--- src/rtl/reg_file_sb_pkg.sv ---
// Shared constants and packing helpers for the CPU register file and its scoreboard.
package cpu_rf_pkg;
  localparam int DEF_DATA_W = 32;
  localparam int DEF_ADDR_W = 5;
  localparam int ZERO_REG   = 0;

  // Low bit of port k's field inside a packed multi-port vector.
  function automatic int slice_lo(input int port, input int width);
    return port * width;
  endfunction
endpackage

--- src/rtl/reg_file_sb_if.sv ---
// Writeback, claim and read-port bundle between the pipeline and the register file.
interface reg_file_sb_if
  import cpu_rf_pkg::*;
#(
  parameter int DATA_W = DEF_DATA_W,
  parameter int ADDR_W = DEF_ADDR_W,
  parameter int NUM_RD = 2
);
  logic                     Reg_Write;
  logic [ADDR_W-1:0]        W_Addr;
  logic [DATA_W-1:0]        W_Data;
  logic [NUM_RD*ADDR_W-1:0] R_Addr;
  logic [NUM_RD*DATA_W-1:0] R_Data;
  logic [NUM_RD-1:0]        R_Busy;
  logic                     Claim;
  logic [ADDR_W-1:0]        Claim_Addr;
  logic                     Claim_Ack;
  logic [ADDR_W:0]          Busy_Cnt;

  modport master (
    output Reg_Write, W_Addr, W_Data, R_Addr, Claim, Claim_Addr,
    input  R_Data, R_Busy, Claim_Ack, Busy_Cnt
  );

  modport slave (
    input  Reg_Write, W_Addr, W_Data, R_Addr, Claim, Claim_Addr,
    output R_Data, R_Busy, Claim_Ack, Busy_Cnt
  );
endinterface

--- src/rtl/reg_file_sb_scoreboard.sv ---
// Busy-bit scoreboard: claim acceptance, per-port busy lookup and busy-register count.
module rf_scoreboard
  import cpu_rf_pkg::*;
#(
  parameter int ADDR_W = DEF_ADDR_W,
  parameter int NUM_RD = 2,
  parameter int BYPASS = 1
) (
  input  logic                     clk_Regs,
  input  logic                     rst_n,
  input  logic                     wr_en,
  input  logic [ADDR_W-1:0]        w_addr,
  input  logic                     claim,
  input  logic [ADDR_W-1:0]        claim_addr,
  input  logic [NUM_RD*ADDR_W-1:0] r_addr,
  output logic                     claim_ack,
  output logic [NUM_RD-1:0]        r_busy,
  output logic [ADDR_W:0]          busy_cnt
);
  localparam int DEPTH = 2**ADDR_W;
  localparam logic [ADDR_W:0] CNT_MAX = (ADDR_W+1)'(DEPTH - 1);

  logic [DEPTH-1:0] busy_reg;
  logic [ADDR_W:0]  busy_cnt_reg, busy_cnt_next;
  logic             claim_eff_busy, set_en, clr_en;

  // A release in the same cycle frees the register for an immediate re-claim.
  assign claim_eff_busy = busy_reg[claim_addr] && !(wr_en && (w_addr == claim_addr));
  assign claim_ack      = rst_n && claim &&
                          ((claim_addr == ADDR_W'(ZERO_REG)) || !claim_eff_busy);
  assign set_en         = claim_ack && (claim_addr != ADDR_W'(ZERO_REG));
  assign clr_en         = wr_en && busy_reg[w_addr];

  always_comb begin
    busy_cnt_next = busy_cnt_reg;
    if (set_en && !clr_en && busy_cnt_reg != CNT_MAX)
      busy_cnt_next = busy_cnt_reg + (ADDR_W+1)'(1);
    else if (clr_en && !set_en && busy_cnt_reg != '0)
      busy_cnt_next = busy_cnt_reg - (ADDR_W+1)'(1);
  end

  // Claim is applied after release so a same-address pair leaves the bit set.
  always_ff @(posedge clk_Regs) begin
    if (!rst_n) begin
      busy_reg     <= '0;
      busy_cnt_reg <= '0;
    end else begin
      if (wr_en)  busy_reg[w_addr]     <= 1'b0;
      if (set_en) busy_reg[claim_addr] <= 1'b1;
      busy_cnt_reg <= busy_cnt_next;
    end
  end

  always_comb begin
    r_busy = '0;
    for (int k = 0; k < NUM_RD; k++) begin
      logic [ADDR_W-1:0] a;
      a = r_addr[slice_lo(k, ADDR_W) +: ADDR_W];
      r_busy[k] = busy_reg[a] && (a != ADDR_W'(ZERO_REG)) &&
                  !((BYPASS != 0) && wr_en && (w_addr == a));
    end
  end

  assign busy_cnt = busy_cnt_reg;
endmodule

--- src/rtl/reg_file_sb.sv ---
// Parametrised multi-read-port register file with write bypass and busy-bit scoreboard.
module reg_file_sb
  import cpu_rf_pkg::*;
#(
  parameter int DATA_W = DEF_DATA_W,
  parameter int ADDR_W = DEF_ADDR_W,
  parameter int NUM_RD = 2,
  parameter int BYPASS = 1
) (
  input  logic          clk_Regs,
  input  logic          rst_n,
  reg_file_sb_if.slave  rf
);
  localparam int DEPTH = 2**ADDR_W;

  logic [DATA_W-1:0] mem_reg [DEPTH];
  logic [DATA_W-1:0] rd_port [NUM_RD];
  logic              wr_en;

  assign wr_en = rf.Reg_Write && (rf.W_Addr != ADDR_W'(ZERO_REG));

  always_ff @(posedge clk_Regs) begin
    if (!rst_n) begin
      for (int i = 0; i < DEPTH; i++) mem_reg[i] <= '0;
    end else if (wr_en) begin
      mem_reg[rf.W_Addr] <= rf.W_Data;
    end
  end

  genvar gi;
  generate
    for (gi = 0; gi < NUM_RD; gi++) begin : g_rd
      logic [ADDR_W-1:0] ra;
      assign ra = rf.R_Addr[slice_lo(gi, ADDR_W) +: ADDR_W];
      always_comb begin
        rd_port[gi] = mem_reg[ra];
        if (ra == ADDR_W'(ZERO_REG))
          rd_port[gi] = '0;
        else if ((BYPASS != 0) && wr_en && (rf.W_Addr == ra))
          rd_port[gi] = rf.W_Data;
      end
    end
  endgenerate

  always_comb begin
    rf.R_Data = '0;
    for (int k = 0; k < NUM_RD; k++)
      rf.R_Data[slice_lo(k, DATA_W) +: DATA_W] = rd_port[k];
  end

  rf_scoreboard #(
    .ADDR_W (ADDR_W),
    .NUM_RD (NUM_RD),
    .BYPASS (BYPASS)
  ) u_sb (
    .clk_Regs   (clk_Regs),
    .rst_n      (rst_n),
    .wr_en      (wr_en),
    .w_addr     (rf.W_Addr),
    .claim      (rf.Claim),
    .claim_addr (rf.Claim_Addr),
    .r_addr     (rf.R_Addr),
    .claim_ack  (rf.Claim_Ack),
    .r_busy     (rf.R_Busy),
    .busy_cnt   (rf.Busy_Cnt)
  );
endmodule

--- src/flat_wrapper.sv ---
// flat-port wrapper written by rule: the top's interface ports become plain ports
module reg_file_sb_flat import cpu_rf_pkg::*;
#(
  parameter int DATA_W = DEF_DATA_W,
  parameter int ADDR_W = DEF_ADDR_W,
  parameter int NUM_RD = 2,
  parameter int BYPASS = 1
)
  (clk_Regs, rst_n, rf_Reg_Write, rf_W_Addr, rf_W_Data, rf_R_Addr, rf_Claim, rf_Claim_Addr, rf_R_Data, rf_R_Busy, rf_Claim_Ack, rf_Busy_Cnt);
  reg_file_sb_if #(.DATA_W(DATA_W), .ADDR_W(ADDR_W), .NUM_RD(NUM_RD)) rf_i ();
  input  logic clk_Regs;
  input  logic rst_n;
  input wire logic [$bits(rf_i.Reg_Write)-1:0] rf_Reg_Write;
  input wire logic [$bits(rf_i.W_Addr)-1:0] rf_W_Addr;
  input wire logic [$bits(rf_i.W_Data)-1:0] rf_W_Data;
  input wire logic [$bits(rf_i.R_Addr)-1:0] rf_R_Addr;
  input wire logic [$bits(rf_i.Claim)-1:0] rf_Claim;
  input wire logic [$bits(rf_i.Claim_Addr)-1:0] rf_Claim_Addr;
  output wire logic [$bits(rf_i.R_Data)-1:0] rf_R_Data;
  output wire logic [$bits(rf_i.R_Busy)-1:0] rf_R_Busy;
  output wire logic [$bits(rf_i.Claim_Ack)-1:0] rf_Claim_Ack;
  output wire logic [$bits(rf_i.Busy_Cnt)-1:0] rf_Busy_Cnt;
  assign rf_i.Reg_Write = rf_Reg_Write;
  assign rf_i.W_Addr = rf_W_Addr;
  assign rf_i.W_Data = rf_W_Data;
  assign rf_i.R_Addr = rf_R_Addr;
  assign rf_i.Claim = rf_Claim;
  assign rf_i.Claim_Addr = rf_Claim_Addr;
  assign rf_R_Data = rf_i.R_Data;
  assign rf_R_Busy = rf_i.R_Busy;
  assign rf_Claim_Ack = rf_i.Claim_Ack;
  assign rf_Busy_Cnt = rf_i.Busy_Cnt;
  reg_file_sb #(.DATA_W(DATA_W), .ADDR_W(ADDR_W), .NUM_RD(NUM_RD), .BYPASS(BYPASS)) u_core (.clk_Regs(clk_Regs), .rst_n(rst_n), .rf(rf_i));
endmodule
--- config.mk ---
export PLATFORM = sky130hd
export DESIGN_NAME = reg_file_sb_flat
export DESIGN_NICKNAME = d
export VERILOG_FILES = /design/src/rtl/reg_file_sb_pkg.sv /design/src/rtl/reg_file_sb_if.sv /design/src/rtl/reg_file_sb_scoreboard.sv /design/src/rtl/reg_file_sb.sv /design/src/flat_wrapper.sv
export SDC_FILE = /design/constraint.sdc
export NUM_CORES = 2
export LEC_CHECK = 0
export BUFFER_PORTS_ARGS = -buffer_cell sky130_fd_sc_hd__buf_2
export CELL_PAD_IN_SITES_DETAIL_PLACEMENT = 1
export CELL_PAD_IN_SITES_GLOBAL_PLACEMENT = 2
export CORE_ASPECT_RATIO = 0.5
export CORE_MARGIN = 5
export CORE_UTILIZATION = 53
export CTS_BUF_LIST = sky130_fd_sc_hd__clkbuf_8
export CTS_CLUSTER_DIAMETER = 30
export DETAILED_ROUTE_END_ITERATION = 10
export PLACE_DENSITY_LB_ADDON = 0.08
export SETUP_SLACK_MARGIN = 0.02
export SLEW_MARGIN = 40
export SYNTH_ARGS = -nofsm -noshare
export SYNTH_HDL_FRONTEND = slang
export SYNTH_SLANG_ARGS = --single-unit
export TNS_END_PERCENT = 10
--- constraint.sdc ---
create_clock -name clk_Regs -period 8.6 [get_ports clk_Regs]
set_clock_uncertainty 0.05 [all_clocks]
set_input_delay 0 -clock clk_Regs [delete_from_list [all_inputs] [get_ports clk_Regs]]
set_output_delay 0 -clock clk_Regs [all_outputs]
set_load 0.03 [all_outputs]
-- After elaboration in Yosys (flattened, before gate mapping)
Memories as Yosys holds them, arrays and structs flattened.
Index checks and enable logic that the tools add are counted.
- register bits after elaboration: 38
- memory bits (writable): 1024
- input bits: 56
- output and inout port bits: 73
- word-level logic and storage cells: 82
- memories: 1
- memories (memory ; depth ; bits a word ; read ports ; clocked after Yosys merged registers in ; wr ports ; RTL line ; text):
    u_core.mem_reg ; 32 ; 32 ; 2 ; 0 ; 32 ; reg_file_sb.sv:16 ; logic [DATA_W-1:0] mem_reg [DEPTH];
- add/subtract/negate cells: 2
- magnitude comparators: 6
- equal/unequal tests: 4
- muxes and demuxes: 28
- bitwise gates (word level): 3
- reduce and logical (&&, ||, !) cells: 36
- operators with widths (operator ; number):
    32-bit two-way mux ; 8
    32-bit AND ; 1
    32-bit inverter ; 1
    32-bit bitwise OR ; 1
    32-bit OR reduction ; 1
    5-bit by 6-bit less-than comparator with 1-bit output (second input constant) ; 4
    1-bit binary-select mux with 5-bit select ; 4
    5-bit nonzero test ; 4
    1-bit logical AND ; 19
    5-bit equality test ; 3
    5-bit logical NOT ; 3
    6-bit two-way mux ; 2
    1-bit two-way mux ; 11
    1-bit demux with 5-bit select ; 2
    5-bit by 1-bit >= comparator with 1-bit output (second input constant) ; 2
    6-bit by 1-bit adder with 6-bit output (second input constant) ; 1
    1-bit logical NOT ; 6
    6-bit by 5-bit != test with 1-bit output (second input constant) ; 1
    6-bit nonzero test ; 1
    6-bit by 1-bit subtractor with 6-bit output (second input constant) ; 1
    5-bit two-way mux ; 1
    2-bit nonzero test ; 1
    1-bit logical OR ; 1

-- Longest topological paths before layout
- word-level depth: 14
- gate-level depth with buffers: 17
- depth with buffers taken out: 14

-- Hierarchy
Synthesis repeated with hierarchy kept, for this count alone.
- cell total of the unflattened synthesis: 4149
- area, all modules: 58388.5 µm²
- by module, submodules not included (module ; times used ; cells each ; area an instance (µm²) ; seq. area each (µm²)):
    reg_file_sb ; 1 ; 3808 ; 55239.2 ; 30749.5
    rf_scoreboard ; 1 ; 341 ; 3149.3 ; 760.7

-- Worst setup path after synthesis
Ideal clock, no wire load.
- path kind: in2reg
- start point: in rf_W_Addr[1]
- end point: mem u_core.mem_reg[18][0] in the netlist's numbering (enable)
- library setup time: 0.468 ns
- arrival: 3.273 ns
- data required time: 8.082 ns
- path slack: 4.809 ns
- stages on the path: 5
- buffers on the path: 2
- path through: clkbuf_1 > clkbuf_1 > nor2b_1 > nand2_1 > o21ai_0
- RTL lines (element ; RTL line ; text):
    from (decl) ; flat_wrapper.sv:14 ; input wire logic [$bits(rf_i.W_Addr)-1:0] rf_W_Addr;
    to (decl) ; reg_file_sb.sv:16 ;

-- Final worst setup path
- start point: reg u_core.u_sb.busy_reg[29]
- end point: reg u_core.u_sb.busy_cnt_reg[2] (netlist: u_core.u_sb.busy_cnt[2])
- cells in the longest elaborated chain, start to end: 11
- elaborated cells between the ends (all ways): 18
- classes of those cells: mux (5); reduce/logical (13)
- RTL lines (element ; RTL line ; text):
    from (decl) ; reg_file_sb_scoreboard.sv:23 ; logic [DEPTH-1:0] busy_reg;
    from (signal assigned) ; reg_file_sb_scoreboard.sv:45 ; busy_reg <= '0;
    from (signal, indexed assignment) ; reg_file_sb_scoreboard.sv:48 ; if (wr_en) busy_reg[w_addr] <= 1'b0;
    from (signal, indexed assignment) ; reg_file_sb_scoreboard.sv:49 ; if (set_en) busy_reg[claim_addr] <= 1'b1;
    1-bit binary-select mux with 5-bit select ; reg_file_sb_scoreboard.sv:28 ; assign claim_eff_busy = busy_reg[claim_addr] && !(wr_en && (w_addr == claim_addr));
    1-bit two-way mux (not written as such) ; reg_file_sb_scoreboard.sv:28 ;
    1-bit logical AND ; reg_file_sb_scoreboard.sv:28 ;
    1-bit logical NOT ; reg_file_sb_scoreboard.sv:30 ; ((claim_addr == ADDR_W'(ZERO_REG)) || !claim_eff_busy);
    1-bit logical OR ; reg_file_sb_scoreboard.sv:30 ;
    1-bit logical AND ; reg_file_sb_scoreboard.sv:29 ; assign claim_ack = rst_n && claim &&
    1-bit logical AND ; reg_file_sb_scoreboard.sv:31 ; assign set_en = claim_ack && (claim_addr != ADDR_W'(ZERO_REG));
    1-bit logical NOT ; reg_file_sb_scoreboard.sv:38 ; else if (clr_en && !set_en && busy_cnt_reg != '0)
    1-bit logical AND (2 in series) ; reg_file_sb_scoreboard.sv:38 ;
    2-bit nonzero test (no line) ; n/a ;
    to (signal assigned) ; reg_file_sb_scoreboard.sv:50 ; busy_cnt_reg <= busy_cnt_next;
    to (decl) ; reg_file_sb_scoreboard.sv:24 ; logic [ADDR_W:0] busy_cnt_reg, busy_cnt_next;
Parallel ways exist; a longest one is shown, timed or not. The select of a mux whose other input is x is not followed.
A chain may end at the register's enable or synchronous reset.

==> run summary <==
CTS Hold Bufs: 50
Die Width: 475 µm
Dpl ws: 4700 ps
Post-Layout Cell Count: 5,298
EDFF count, synth: 1,024
Synthesized area: 57,400 µm²
Post-CTS setup buffers: 0
GP Congestion: 0.849
Clk_lat worst skew: 890 ps
Seq/Total Area, Yosys: 0.549
Crit path top cell by count: dlygate4sd3_1
Iteration-0 DRC Markers: 6,193
Leak Pwr: 0.0220 µW
CTS tree: yes
GRT Overall Usage: 0.359
Nets: 3,773
Slowest stage delay, CP: 570 ps
Vias/cell: 7.08
Internal: 9100 µW
Inserted Clock Buffers: 174
First-pass iteration count of the detailed router: 8
Via Count: 37,500
Reg power frac: 0.487
Final WL: 206,000 µm
Post-DP HPWL: 124,000 µm
Core area: 108,000 µm²
Max Fanout on Critical Path: 5
Clk pin slew, worst setup/hold paths: 60 ps
Post-synth cell types: 51
Largest net degree at the start of global routing: 81
CTS resizes: 0
Yosys warnings: 0
Max_slew headroom: 0.354
Worst setup path class: flop to flop
Setup_tns: 0 ps
Initial antenna violation count: 21
Die Area: 115,000 µm²
Worst vdd ir: 170 µV
Worst Hold Class: input port to flop
Final worst-path cycle share: 0.518
Setup ws final: 4150 ps
Die Y: 243 µm
I/O pin total: 129
CP Launch Type: flop
Antenna Nets Post-Route: 0
Cell Rows: 85
DRC Markers: 0
Slew Viols, Final: 0
Post-synthesis register bit count: 1,062
Port bufs: 128
Synth Flop Type: edfxtp_1
Sw frac: 0.275
Total power per unit cell area: 195 nW/µm²
Peak Freq: 224 MHz
Fillcell total: 9,545
Power, Total: 12,600 µW
GR Overflow Total: 0
Min cycle time layout: 4450 ps
Area growth syn-to-layout: 12.1%
WP buf/inv: 4
Final Setup Violations: 0
Psw: 3450 µW
MaxCap Viol Count: 0
# H-tree levels: 4
Fraction of registers with async set/reset: 0
Slowest stage cell, crit path: dlygate4sd3_1
CP endpoint kind: flop
Placed Instances: 4,914
Initial Utilization: 0.534
Top cells by area, synth: edfxtp_1 (54%), mux4_2 (26%), and2_1 (11%)
Syn_area_per_cell: 16.0 µm²
Combinational share of power: 0.146
First-pass GRT wire length: 289,000 µm
Clock Sink Count: 1,062
Average wire per standard cell: 38.9 µm
Final Hold Viols: 0
Number of global-route vias before repair: 38,900
Post-synth top area cell: edfxtp_1
Crit path DAT: 5240 ps
Part of the power in the clock network: 0.367
Worst-Margin Slew: 969 ps
Max FFs per register: 1,024
CTS root buffer: clkbuf_8
Status: completed
Proportion of layout cells with a drive suffix above 1: 0.322
Unrepaired setup endpoints after global routing: false
Req. time, crit path: 9390 ps
CP Cell Sequence: mux4_2 > a22o_1 > nand3_1 > dlygate4sd3_1 > o211ai_2 > nor4_4 > inv_1 > fa_1 > xor2_1 > nand2_1 > dlygate4sd3_1 > mux2i_1 > dlygate4sd3_1
Deepest clock path buffer count: 3
Top cell type's share of synthesized area: 0.536
Cell family with most CP delay: buffers and inverters
Post-Syn Instances: 3,599
layout by cell type, fill, tap and decap left out, types with 47 or more instances in the layout:
master / netlist / routed
mux2i_1: 90 / 90
and2_1: 993 / 993
buf_2: 68 / 117
inv_1: 37 / 72
nand2_1: 48 / 47
mux4_2: 665 / 665
dlygate4sd3_1: 0 / 50
edfxtp_1: 1024 / 1024
clkbuf_8: 0 / 187
buf_4: 0 / 86
worst register-to-register path, cell delays in order (launching register included):
cell           delay [ps]
dfxtp_1               360
mux4_2                500
a22o_1                260
nand3_1                90
dlygate4sd3_1         570
o211ai_2              150
nor4_4                350
inv_1                 170
fa_1                  420
xor2_1                180
nand2_1                60
dlygate4sd3_1         570
mux2i_1               130
dlygate4sd3_1         550
synth_stat cells, types with 4 or more instances:
library cell	number
nor2b_1	7
inv_1	37
dfxtp_1	38
or4_1	5
edfxtp_1	1024
mux2_2	4
o21ai_0	65
or3_1	6
o221ai_1	4
nor3_1	4
nand2_1	48
clkbuf_1	313
nand3b_1	5
ha_1	4
mux4_2	665
nand3_1	15
xor2_1	8
xnor2_1	10
buf_1	11
a211oi_1	33
buf_2	68
and2_1	993
o22ai_1	34
nor2_1	67
mux2i_1	90
layer usage:
metal,global-route usage,routed length (µm)
met1,0.518,78200
met2,0.528,92600
met3,0.105,28500
met4,0.122,6920
met5,0,13
stage by stage:
stage           util  area [µm²]  hold slack [ps]
2_1_floorplan      -       57500              143
6_report       0.599       64400             99.9
5_1_grt        0.598       64300             76.1
3_3_place_gp   0.556       59800              280
4_1_cts        0.597       64200             6.51
3_5_place_dp   0.560       60200              301
cell type report:
cell class              count  area (µm²)  share of cell area
inverters                  37         139             0.00216
clock inverters           126         885              0.0137
repair buffers            301        2480              0.0385
clock buffers             187        2570              0.0400
diodes                     14        35.0            0.000544
well taps                1435        1800              0.0279
multi-input cells        2136       24900               0.387
flip-flops and latches   1062       31500               0.490
power by group through the flow:
stage / registers [µW] / logic, µW / clock network [µW]
2_1_floorplan: 6180 / 1150 / 0
3_3_place_gp: 6180 / 1750 / 0
3_5_place_dp: 6220 / 1790 / 0
4_1_cts: 6110 / 1810 / 4630
5_1_grt: 6140 / 1890 / 4910
6_report: 6120 / 1830 / 4610
path summary, 6_finish.rpt:
kind                                       startpoint                              endpoint  slack (ps)  depth (start not counted)
setup / recovery  u_core.u_sb.busy_reg[29]$_SDFF_PN0_  u_core.u_sb.busy_cnt[2]$_SDFFE_PN0P_        4150                         13
hold / removal                           rf_W_Addr[2]   u_core.u_sb.busy_reg[20]$_SDFF_PN0_         100                          4
setup reg to reg  u_core.u_sb.busy_reg[29]$_SDFF_PN0_  u_core.u_sb.busy_cnt[2]$_SDFFE_PN0P_        4150                         13
hold reg to reg   u_core.u_sb.busy_reg[20]$_SDFF_PN0_   u_core.u_sb.busy_reg[20]$_SDFF_PN0_         470                          2
cells by family (layout without fill, tap and decap cells):
| kind of cell | after synthesis | count (layout) | synth area share |
|---|---|---|---|
| buffers and inverters | 432 | 651 | 0.0301 |
| flip-flops | 1062 | 1062 | 0.549 |
| AND/OR/NAND/NOR | 1167 | 1167 | 0.122 |
| AO/OA/AOI/OAI | 155 | 155 | 0.0173 |
| XOR/XNOR | 18 | 18 | 0.00275 |
| other | 1 | 46 | 0.0000653 |
| adder cells (fa/ha/maj) | 5 | 5 | 0.00122 |
| multiplexers | 759 | 759 | 0.277 |
No activity file was read; power rests on OpenSTA's default activity.
